File: config.mk
export PLATFORM = sky130hd
export DESIGN_NAME = uart_receiver
export DESIGN_NICKNAME = d
export VERILOG_FILES = /design/src/rtl/uart_pkg.sv /design/src/rtl/uart_bit_timer.sv /design/src/rtl/uart_receiver.sv
export SDC_FILE = /design/constraint.sdc
export NUM_CORES = 1
export LEC_CHECK = 0
export CORE_MARGIN = 2
export CORE_UTILIZATION = 35
export CTS_CLUSTER_DIAMETER = 60
export DETAILED_ROUTE_END_ITERATION = 8
export PLACE_DENSITY = 0.57
export SLEW_MARGIN = 20
export SYNTH_ARGS = -nofsm -noshare
export SYNTH_HDL_FRONTEND = slang
export SYNTH_SLANG_ARGS = --single-unit
File: constraint.sdc
create_clock -name clk -period 2 [get_ports clk]
set_clock_uncertainty 0.15 [all_clocks]
set_input_delay 0.4 -clock clk [delete_from_list [all_inputs] [get_ports clk]]
set_output_delay 0.4 -clock clk [all_outputs]
set_load 0.005 [all_outputs]
File: src/rtl/uart_pkg.sv
// Shared UART definitions for the receive and transmit paths: FSM encoding,
// frame shape and the cycles-per-bit helper macro.
`ifndef UART_PKG_SV
`define UART_PKG_SV

`define SYMBOL_EDGE_TIME(clock, baud) ((clock) / (baud))

package uart_pkg;

    typedef enum logic [1:0] {
        IDLE  = 2'd0,
        START = 2'd1,
        DATA  = 2'd2,
        STOP  = 2'd3
    } uart_state_e;

    localparam int DATA_BITS = 8;
    localparam int STOP_BITS = 1;

endpackage

`endif

File: src/rtl/uart_bit_timer.sv
// Bit-period timer: counts cycles since it was last cleared and strobes when the
// count equals the programmed terminal value, wrapping back to zero on the strobe.
module uart_bit_timer #(
    parameter int WIDTH = 4
) (
    input  logic             clk,
    input  logic             reset_n,
    input  logic             clear,
    input  logic [WIDTH-1:0] terminal,
    output logic             sample_strobe
);

    logic [WIDTH-1:0] count_q;
    logic [WIDTH-1:0] count_d;

    always_comb begin
        sample_strobe = (count_q == terminal);
        if (clear || sample_strobe) begin
            count_d = '0;
        end else begin
            count_d = count_q + WIDTH'(1);
        end
    end

    always_ff @(posedge clk) begin
        if (!reset_n) begin
            count_q <= '0;
        end else begin
            count_q <= count_d;
        end
    end

endmodule

File: src/rtl/uart_receiver.sv
// UART receive path (8N1, LSB first, idle-high) with ready/valid byte output.
// Define UART_RX_MAJORITY_EN for 2-of-3 majority sampling around each strobe.
module uart_receiver
    import uart_pkg::*;
#(
    parameter int CLOCK_FREQ = 125_000_000,
    parameter int BAUD_RATE  = 115_200
) (
    input  logic       clk,
    input  logic       reset_n,
    input  logic       serial_in,
    output logic [7:0] data_out,
    output logic       data_out_valid,
    input  logic       data_out_ready,
    output logic       framing_error,
    output logic       overrun
);

    localparam int SYMBOL_EDGE_TIME    = `SYMBOL_EDGE_TIME(CLOCK_FREQ, BAUD_RATE);
    localparam int SAMPLE_TIME         = SYMBOL_EDGE_TIME / 2;
    localparam int CLOCK_COUNTER_WIDTH = $clog2(SYMBOL_EDGE_TIME);

    localparam logic [CLOCK_COUNTER_WIDTH-1:0] HALF_TERM = CLOCK_COUNTER_WIDTH'(SAMPLE_TIME - 1);
    localparam logic [CLOCK_COUNTER_WIDTH-1:0] FULL_TERM = CLOCK_COUNTER_WIDTH'(SYMBOL_EDGE_TIME - 1);
    localparam logic [2:0]                     LAST_BIT  = 3'(DATA_BITS - 1);

    generate
        if (SYMBOL_EDGE_TIME < 4 || STOP_BITS != 1) begin : g_bad_config
            $error("uart_receiver: need >= 4 clocks per bit and exactly one stop bit");
        end
    endgenerate

    uart_state_e state_q, state_d;
    logic [2:0]  bit_idx_q, bit_idx_d;
    logic [7:0]  shift_q, shift_d;
    logic [7:0]  data_q, data_d;
    logic        valid_q, valid_d;
    logic        framing_error_q, framing_error_d;
    logic        overrun_q, overrun_d;
    logic        sync1_q, sync2_q;
    logic        rx_s;

    logic                           timer_clear;
    logic [CLOCK_COUNTER_WIDTH-1:0] timer_terminal;
    logic                           strobe;
    logic                           take_sample;
    logic                           sample_bit;
    logic                           fire;
    logic                           frame_good;

    assign rx_s           = sync2_q;
    assign fire           = valid_q && data_out_ready;
    assign timer_clear    = (state_q == IDLE);
    assign timer_terminal = (state_q == START) ? HALF_TERM : FULL_TERM;

    uart_bit_timer #(
        .WIDTH(CLOCK_COUNTER_WIDTH)
    ) u_bit_timer (
        .clk          (clk),
        .reset_n      (reset_n),
        .clear        (timer_clear),
        .terminal     (timer_terminal),
        .sample_strobe(strobe)
    );

`ifdef UART_RX_MAJORITY_EN
    // Decide one cycle after the strobe, voting over strobe-1, strobe and strobe+1.
    logic rx_d1_q, rx_d2_q, strobe_q;
    assign take_sample = strobe_q;
    assign sample_bit  = (rx_d2_q & rx_d1_q) | (rx_d2_q & rx_s) | (rx_d1_q & rx_s);
`else
    assign take_sample = strobe;
    assign sample_bit  = rx_s;
`endif

    always_comb begin
        state_d         = state_q;
        bit_idx_d       = bit_idx_q;
        shift_d         = shift_q;
        data_d          = data_q;
        valid_d         = valid_q;
        framing_error_d = 1'b0;
        overrun_d       = 1'b0;
        frame_good      = 1'b0;

        case (state_q)
            IDLE: begin
                if (!rx_s) begin
                    state_d = START;
                end
            end
            START: begin
                if (take_sample) begin
                    state_d   = sample_bit ? IDLE : DATA;
                    bit_idx_d = '0;
                end
            end
            DATA: begin
                if (take_sample) begin
                    shift_d[bit_idx_q] = sample_bit;
                    bit_idx_d          = bit_idx_q + 3'd1;
                    if (bit_idx_q == LAST_BIT) begin
                        state_d = STOP;
                    end
                end
            end
            STOP: begin
                // Returning to IDLE at mid-stop-bit leaves half a bit to catch the next start edge.
                if (take_sample) begin
                    state_d         = IDLE;
                    frame_good      = sample_bit;
                    framing_error_d = !sample_bit;
                end
            end
        endcase

        if (frame_good) begin
            if (!valid_q || fire) begin
                data_d  = shift_d;
                valid_d = 1'b1;
            end else begin
                overrun_d = 1'b1;
            end
        end else if (fire) begin
            valid_d = 1'b0;
        end
    end

    always_ff @(posedge clk) begin
        if (!reset_n) begin
            state_q         <= IDLE;
            bit_idx_q       <= '0;
            shift_q         <= '0;
            data_q          <= '0;
            valid_q         <= 1'b0;
            framing_error_q <= 1'b0;
            overrun_q       <= 1'b0;
            sync1_q         <= 1'b1;
            sync2_q         <= 1'b1;
`ifdef UART_RX_MAJORITY_EN
            rx_d1_q         <= 1'b1;
            rx_d2_q         <= 1'b1;
            strobe_q        <= 1'b0;
`endif
        end else begin
            state_q         <= state_d;
            bit_idx_q       <= bit_idx_d;
            shift_q         <= shift_d;
            data_q          <= data_d;
            valid_q         <= valid_d;
            framing_error_q <= framing_error_d;
            overrun_q       <= overrun_d;
            sync1_q         <= serial_in;
            sync2_q         <= sync1_q;
`ifdef UART_RX_MAJORITY_EN
            rx_d1_q         <= rx_s;
            rx_d2_q         <= rx_d1_q;
            strobe_q        <= strobe && (state_q != IDLE);
`endif
        end
    end

    assign data_out       = data_q;
    assign data_out_valid = valid_q;
    assign framing_error  = framing_error_q;
    assign overrun        = overrun_q;

endmodule

Word level (Yosys, flattened, before mapping)
Index checks and enable logic that the tools add are counted.
{ "totals": {"ff_bits": 37, "wordCells": 64, "in_bits": 4, "output_inout_bits": 11} }
{ "op_classes": {"eq_ne": 11, "n_reduce_logical": 16, "bitwise_logic": 1, "muxes": 22, "add_sub_neg": 2, "order_cmp": 2} }
{ "op_table": {"columns": ["op", "n"], "rows": [
  ["$mux 8", 2],
  ["$mux 2", 6],
  ["$add 11x1->11 const B", 1],
  ["$eq 11x11->1", 1],
  ["$mux 11", 1],
  ["$ne 2x2->1 const B", 5],
  ["$bwmux 8", 1],
  ["$pmux 2 s4", 1],
  ["$mux 1", 7],
  ["$mux 3", 2],
  ["$pmux 3 s2", 1],
  ["$reduce_and 2->1", 3],
  ["$reduce_and 3->1", 2],
  ["$reduce_and 5->1", 1],
  ["$eq 2x2->1 const B", 2],
  ["$lt 3x4->1 const B", 1],
  ["$reduce_bool 2->1", 2],
  ["$add 3x1->3 const B", 1],
  ["$demux 1 s3", 1],
  ["$eq 3x3->1 const B", 1],
  ["$ge 3x1->1 const B", 1],
  ["$eq 2x1->1 const B", 1],
  ["$logic_and 1x1->1", 2],
  ["$logic_not 1->1", 2],
  ["5 further kinds", 6]
]} }

Longest topological paths before layout
Gate-level depths: netlist (run 1).
{ "logic_depth": {"ltp_word": 7, "mapped_depth": 6} }

By module
A second synthesis (run 1) with hierarchy kept.
{ "unflattened": {"cells_unflattened": 184, "area_unflattened_um2": 1721.7} }
{ "modules_own_cells": {"columns": ["module", "instances", "cells_per_inst", "area_each_um2", "seq_area_each_um2"], "rows": [
  ["uart_receiver", 1, 118, 1128.6, 520.5],
  ["uart_bit_timer", 1, 66, 593.1, 220.2]
]} }

Least setup slack after synthesis (run 1)
No wires, ideal clock.
{ "synth_path": {"path_kind": "reg-to-reg", "from": "reg u_bit_timer.count_q[1]", "to": "reg bit_idx_q[2]", "setup_slack_ps": 357, "arrival_ps": 1371, "setup_time_ps": 122, "path_stages_with_launch": 6, "cell_sequence": "dfxtp_1 > nor4_2 > and2_1 > buf_4 > nand2_1 > a311o_1"} }
{ "synth_via": {"elab_chain_len": 3, "elab_cells_between_ends": 4, "classes_between": "eq/ne: 3; reduce/logical: 1"} }
{ "synth_rtl": {"columns": ["item", "line", "rtl"], "rows": [
  ["start, declared", "uart_bit_timer.sv:13", "logic [WIDTH-1:0] count_q;"],
  ["start signal, assigned", "uart_bit_timer.sv:29", "count_q <= count_d;"],
  ["$eq 11x11->1 *", "uart_bit_timer.sv:17", "sample_strobe = (count_q == terminal);"],
  ["$ne 2x2->1 (no source line)", null, null],
  ["$reduce_and 3->1 (no source line) *", null, null],
  ["end signal, assigned", "uart_receiver.sv:147", "bit_idx_q <= bit_idx_d;"],
  ["end, declared", "uart_receiver.sv:34", "logic [2:0] bit_idx_q, bit_idx_d;"]
]} }
Every way passes the cells marked *; elsewhere a longest branch is shown, timed or not.
A chain may end at the register's enable or synchronous reset.

Final worst setup path (run 1)
{ "layout_path": {"from": "reg u_bit_timer.count_q[6]", "to": "reg bit_idx_q[2]"} }
The elaborated chain is that of the path after synthesis.

==> impl_metrics.json, run 1 <==
{
  "power_mw": 1.44,
  "netlist_area_sq_mm": 0.00178,
  "avgSynthCellArea_sq_um": 8.91,
  "die_x_um": 75.4,
  "numPortBuffers": 14,
  "p_seq_frac": 0.521,
  "yosys.cell_types.count": 43,
  "synthTopCellsByArea": "dfxtp_1 (42%), nand4_1 (4.9%), nand3_1 (4.2%), nand2_1 (3.2%), nor2_2 (3.2%)",
  "intPower_mw": 1.13,
  "cap_violations": 0,
  "ys_seq_elements": 37,
  "drtPass1Iterations": 4,
  "rows": 25,
  "insertion_delay_ns": 0.29,
  "reg2reg_slack_ns": 0.18,
  "track_usage": 0.142,
  "n_fill_cell": 504,
  "criticalPathCategory": "flop to flop",
  "worst_pin_slew_ns": 0.473,
  "nNetsFinal": 232,
  "power.switching_uw": 303,
  "relSlewSlack": 0.680,
  "status": "finished, final reports clean",
  "grt_pass1_wl_mm": 6.11,
  "drive_above_1_share": 0.186,
  "die_area_sq_mm": 0.00568,
  "fmax_mhz": 550,
  "core-area_sq_mm": 0.00482,
  "min_period_ns": 1.82,
  "yosysTopAreaCellShare": 0.415,
  "postRouteAntennaNets": 0,
  "clock_sinks": 37,
  "grt_pass1_vias": 1267,
  "drt_iter0_drc": 97,
  "syn2layout_area_growth_pct": 22.5,
  "die_y_um": 75.4,
  "combPwrFrac": 0.031,
  "vias_per_cell": 5.00,
  "initial_utilization": 0.370,
  "post_cts_resized": 0,
  "n_antenna_cell": 0,
  "postCtsSetupBuffers": 0,
  "io_pins": 15,
  "grt_max_degree": 18,
  "crit_required_ns": 2.02,
  "ir_drop_uv": 485,
  "rsz0062_at_grt": "no",
  "report.final.hold_viol_count": 0,
  "ff2ff_path_depth": 4,
  "routedWlPerCell_um": 12.6,
  "gp_congestion": 0.764,
  "endpoint_kind": "flop",
  "final_max_slew_viol_count": 0,
  "clkTransAtPathRegs_ns": 0.08,
  "crit_arrival_ns": 1.84,
  "p_per_area_mw_per_mm2": 658,
  "cts-root-buf": "clkbuf_8",
  "clkPwrFrac": 0.448,
  "grt_overflow": 0,
  "syn-num-nets": 207,
  "cts_hold_buf": 0,
  "clock_path_buffers": 2,
  "drc": 0,
  "synth_ff_type": "dfxtp_1",
  "hold_path_class": "flop to flop",
  "numCtsBuffers": 5,
  "power_switching_share": 0.211,
  "start_kind": "flop",
  "setup_viol": 0,
  "min_path_cells": 1,
  "detailroute.via_count": 1466,
  "antenna_found_initial": 0,
  "cts_tree": "yes",
  "hpwl_mm": 2.67,
  "synth_top_cell_by_area": "dfxtp_1",
  "p_leak_nw": 0.713,
  "htree_num_levels": 2,
  "async_reset_ff_frac": 0,
  "wl_mm": 3.71,
  "synthCells": 200,
  "whs_ns": 0.279,
  "path_max_fanout": 5,
  "ys_warn_count": 0,
  "fin_crit_sh": 0.910,
  "synth_edf_count": 0,
  "finalSetupTns_ns": 0,
  "ys_seq_area_frac": 0.415
}
[metrics by stage]
step | cells | setup WS [ns] | util | area [sq um]
6_report | 293 | 0.181 | 0.454 | 2180
5_1_grt | 293 | 0.0171 | 0.454 | 2180
4_1_cts | 293 | 0.167 | 0.454 | 2180
3_5_place_dp | 285 | 0.130 | 0.430 | 2070
3_3_place_gp | 285 | 0.130 | 0.430 | 2070
2_1_floorplan | 200 | 0.357 | - | 1780
[state kept, by name, indices dropped and copies added (netlist names), named ones only]
| register | count |
|---|---|
| bit_idx_q | 3 |
| data_out | 8 |
| data_out_valid | 1 |
| framing_error | 1 |
| overrun | 1 |
| rx_s | 1 |
| shift_q | 8 |
| state_q | 1 |
| sync1_q | 1 |
| u_bit_timer.count_q | 11 |
[Yosys cell counts, types with 2 or more instances]
library cell / instances
dfxtp_1: 37
ha_1: 3
nand2b_1: 4
o211ai_1: 3
and4_1: 2
o2bb2ai_1: 4
and4bb_1: 2
clkbuf_1: 7
o21ai_0: 8
nand2_1: 15
inv_1: 6
nor2_1: 7
nor4bb_1: 2
nor4_2: 2
xor2_1: 3
o21ai_1: 4
a31o_2: 2
nor2b_1: 2
buf_2: 4
xnor2_1: 6
nor2_2: 9
nand4_1: 14
and3_1: 2
and2_1: 5
nand3_1: 15
nor4b_1: 3
nor4_1: 3
o31ai_1: 2
nor3_1: 3
a21oi_1: 8
[power groups by stage]
| stage | combinational, mW | clock, mW | sequential (mW) |
|---|---|---|---|
| global placement | 0.0456 | 0 | 0.766 |
| finish | 0.0449 | 0.644 | 0.748 |
| detailed placement | 0.0453 | 0 | 0.766 |
| global route | 0.0499 | 0.695 | 0.749 |
| floorplan | 0.0282 | 0 | 0.762 |
| CTS | 0.0456 | 0.667 | 0.748 |
[placed cells by master, fill, tap and decap left out, types with 3 or more instances in the layout]
| cell | synthesis | final |
|---|---|---|
| dfxtp_1 | 37 | 37 |
| buf_4 | 1 | 17 |
| nand3_1 | 15 | 15 |
| nand2_1 | 15 | 15 |
| nand4_1 | 14 | 14 |
| clkdlybuf4s50_1 | 0 | 14 |
| nor2_2 | 9 | 9 |
| o21ai_0 | 8 | 8 |
| a21oi_1 | 8 | 8 |
| nor2_1 | 7 | 7 |
| inv_1 | 6 | 6 |
| xnor2_1 | 6 | 6 |
| and2_1 | 5 | 5 |
| clkbuf_8 | 0 | 5 |
| nand2b_1 | 4 | 4 |
| o21ai_1 | 4 | 4 |
| o2bb2ai_1 | 4 | 4 |
| xor2_1 | 3 | 3 |
| nor4b_1 | 3 | 3 |
| o211ai_1 | 3 | 3 |
| nor4_1 | 3 | 3 |
| nor3_1 | 3 | 3 |
| ha_1 | 3 | 3 |
[layout make-up]
class	instances	area, sq um	area share
multi-input combinational	144	955	0.437
tap	67	83.8	0.0384
clock inverter	3	46.3	0.0212
inverter	6	22.5	0.0103
clock buffer	5	68.8	0.0315
timing repair buffer	31	268	0.123
sequential	37	741	0.339
[cell families after synthesis]
family | after synthesis | synth area share
AOI/OAI and AO/OA | 35 | 0.125
and+or+nand+nor | 94 | 0.324
adders and majority gates | 3 | 0.0211
DFF | 37 | 0.415
buffers and inverters | 19 | 0.0491
muxes | 3 | 0.0218
xor gates and xnor gates | 9 | 0.0442
[path summary, 6_finish.rpt]
check / startpoint / to
hold / removal: sync1_q / rx_s
hold reg to reg: sync1_q / rx_s
setup reg to reg: u_bit_timer.count_q[6] / bit_idx_q[2]
setup / recovery: u_bit_timer.count_q[6] / bit_idx_q[2]
[per-layer routing]
| metal | track usage | vias to the layer above | routed length (um) | share of wire |
|---|---|---|---|---|
| met2 | 0.222 | 18 | 1630 | 0.44 |
| met3 | 0.0357 | 2 | 110 | 0.030 |
| met1 | 0.190 | 671 | 1940 | 0.52 |
| li1 | - | 775 | - | - |
| met5 | 0 | - | 0 | 0 |
| met4 | 0.0526 | 0 | 25 | 0.0067 |
[critical path: stages (launching register included)]
cell and delay [ns]:
dfxtp_1 0.35, nor4_2 0.39, and2_1 0.31, nand2_1 0.15
a311o_1 0.36
No activity file was read; power rests on OpenSTA's default activity.
==> run 2: changes to the inputs <==
--- a/config.mk
+++ b/config.mk
@@ -5,12 +5,15 @@
 export SDC_FILE = /design/constraint.sdc
 export NUM_CORES = 1
 export LEC_CHECK = 0
+export ABC_CLOCK_PERIOD_IN_PS = 2000
 export CORE_MARGIN = 2
 export CORE_UTILIZATION = 35
 export CTS_CLUSTER_DIAMETER = 60
 export DETAILED_ROUTE_END_ITERATION = 8
+export HOLD_SLACK_MARGIN = 0.12
 export PLACE_DENSITY = 0.57
 export SLEW_MARGIN = 20
 export SYNTH_ARGS = -nofsm -noshare
 export SYNTH_HDL_FRONTEND = slang
 export SYNTH_SLANG_ARGS = --single-unit
+export TNS_END_PERCENT = 30
==> results of run 2 <==
The final DEF is identical to that of run 1; final timing and power are the same.
==> run 3: changes to the inputs <==
--- a/config.mk
+++ b/config.mk
@@ -10,8 +10,9 @@
 export CORE_UTILIZATION = 35
 export CTS_CLUSTER_DIAMETER = 60
 export DETAILED_ROUTE_END_ITERATION = 8
+export DONT_BUFFER_PORTS = 1
 export HOLD_SLACK_MARGIN = 0.12
-export PLACE_DENSITY = 0.57
+export PLACE_DENSITY = 0.53
 export SLEW_MARGIN = 20
 export SYNTH_ARGS = -nofsm -noshare
 export SYNTH_HDL_FRONTEND = slang
==> run 3 against run 2 <==
  * Sequential power barely moved
  * Register-to-register slack barely moved
  * Maximum frequency decreased by 5.7%
  * Global-route usage about the same
  * First-iteration DRC count fell by 18%
  * Sequential share of layout area is 3.3 points higher
  * Clock power is 21% lower
  * Critical endpoint is now sync1_q
==> impl_metrics.json, run 3 (synthesis gave the netlist of run 1 again) <==
{
  "power_switching_share": 0.229,
  "worst_r2r_endpoint": "u_bit_timer.count_q[7]",
  "worst_pin_slew_ns": 0.558,
  "final_max_slew_viol_count": 0,
  "setup_viol": 0,
  "power.switching_uw": 295,
  "insertion_delay_ns": 0.28,
  "fin_crit_sh": 0.964,
  "drt_iter0_drc": 80,
  "cts-root-buf": "clkbuf_8",
  "postRouteAntennaNets": 0,
  "grt_pass1_vias": 1337,
  "final_common_cell": "dfxtp_1",
  "critPathMostFrequentCell": "dlygate4sd3_1",
  "numCtsBuffers": 5,
  "numPortBuffers": 0,
  "placed_area_sq_mm": 0.00187,
  "status": "finished, final reports clean",
  "clkTransAtPathRegs_ns": 0.07,
  "initial_utilization": 0.370,
  "multiInputGateArea_sq_um": 955,
  "drtPass1Iterations": 4,
  "max_stage_delay_ns": 0.89,
  "grt_pass1_wl_mm": 6.17,
  "seq_area_sq_um": 741,
  "crit_slowest_cell": "dlygate4sd3_1",
  "cap_violations": 0,
  "cp_top_family": "buffers and inverters",
  "fmax_mhz": 518,
  "path_max_fanout": 14,
  "post_cts_resized": 0,
  "htree_num_levels": 2,
  "detailroute.via_count": 1423,
  "grt_use_met1": 0.206,
  "min_path_cells": 1,
  "dp_slack_ns": 0.193,
  "whs_ns": 0.133,
  "p_leak_nw": 0.626,
  "finalInstanceArea_sq_mm": 0.00199,
  "drc": 0,
  "clock_sinks": 37,
  "regMostFlops": "u_bit_timer.count_q",
  "combPwrFrac": 0.027,
  "crit_chain": "dlygate4sd3_1 > nand2b_1 > dlygate4sd3_1",
  "cp-startpoint": "reset_n",
  "rsz0062_at_grt": "no",
  "intPower_uw": 996,
  "report.final.hold_viol_count": 0,
  "min_to": "bit_idx_q[2]",
  "antenna_found_initial": 0,
  "io_pins": 15,
  "grt_overflow": 0,
  "nNetsFinal": 212,
  "fin_util": 0.413,
  "gp_congestion": 0.844,
  "die_area_sq_mm": 0.00568,
  "busiest_layer": "met2",
  "timing.final.ws_setup_ns": 0.0711,
  "criticalPathCategory": "primary input to flop",
  "relSlewSlack": 0.627,
  "drive_above_1_share": 0.160,
  "r2r-start": "u_bit_timer.count_q[0]",
  "endpoint_kind": "flop",
  "final_cells": 273,
  "ir_drop_uv": 397,
  "p_per_area_mw_per_mm2": 648,
  "clkPwrFrac": 0.393,
  "min_from": "reset_n",
  "vias_per_cell": 5.21,
  "dp.cells": 262,
  "cts_tree": "yes",
  "die_y_um": 75.4,
  "postCtsSetupBuffers": 0,
  "largest_reg_flops": 11,
  "crit_arrival_ns": 1.96,
  "grt.met2_usage": 0.211,
  "min_period_ns": 1.93,
  "start_kind": "primary input",
  "reg2reg_slack_ns": 0.17,
  "finalSetupTns_ns": 0,
  "power_mw": 1.29,
  "clock_path_buffers": 2,
  "wl_mm": 3.71,
  "grt_max_degree": 19,
  "n_antenna_cell": 0,
  "hpwl_mm": 2.55,
  "met3_usage": 0.0370,
  "crit_buf_inv": 2,
  "crit_required_ns": 2.03,
  "layout_common_cells": "dfxtp_1 (37), nand3_1 (15), nand2_1 (15)",
  "p_seq_frac": 0.580,
  "routedWlPerCell_um": 13.6,
  "ff2ff_path_depth": 5,
  "die_x_um": 75.4,
  "rows": 25,
  "hold_path_class": "primary input to flop",
  "core-area_sq_mm": 0.00482,
  "n_fill_cell": 516,
  "track_usage": 0.142,
  "syn2layout_area_growth_pct": 11.6
}
## run 3: cell types whose count changed in the layout (fill, tap and decap cells not counted)
cell / delta
clkdlybuf4s50_1: -14
buf_4: -10
dlygate4sd3_1: +3
clkinv_2: +2
buf_12: +1
bufinv_16: -1
clkinv_4: -1
## run 3: repair_timing
action | CTS | global route
endpoints found under the setup margin | 0 | 0
hold buffers | 3 | 0
endpoints found under the hold margin | 14 | 0
## run 3: how the worst max path moves through the flow
| stage | endpoint | slack, ns | cells past startpoint |
|---|---|---|---|
| finish | sync1_q | 0.07 | 3 |
| CTS | sync1_q | 0.07 | 3 |
| detailed placement | u_bit_timer.count_q[6] | 0.19 | 5 |
| floorplan | bit_idx_q[2] | 0.36 | 5 |
| global placement | u_bit_timer.count_q[3] | 0.20 | 5 |
| global route | sync1_q | 0.006 | 3 |
## run 3: routing by layer
layer | vias up | wire (um) | part of all wire
met5 | - | 0 | 0
met4 | 0 | 13 | 0.0035
met3 | 2 | 181 | 0.049
met2 | 29 | 1520 | 0.41
met1 | 651 | 2000 | 0.54
li1 | 741 | - | -
## run 3: area by class of cell
cell class / count / share of cell area
Clock inverter: 3 / 0.00880
Tap cell: 67 / 0.0421
Multi-Input combinational cell: 144 / 0.480
Inverter: 6 / 0.0113
Sequential cell: 37 / 0.372
Clock buffer: 5 / 0.0346
Timing Repair Buffer: 11 / 0.0515
## run 3: power groups by stage
| stage | combinational, mW | sequential [mW] | clock [mW] |
|---|---|---|---|
| global route | 0.0389 | 0.750 | 0.554 |
| finish | 0.0355 | 0.749 | 0.507 |
| CTS | 0.0356 | 0.748 | 0.529 |
| global placement | 0.0260 | 0.766 | 0 |
| floorplan | 0.0282 | 0.762 | 0 |
| detailed placement | 0.0263 | 0.766 | 0 |
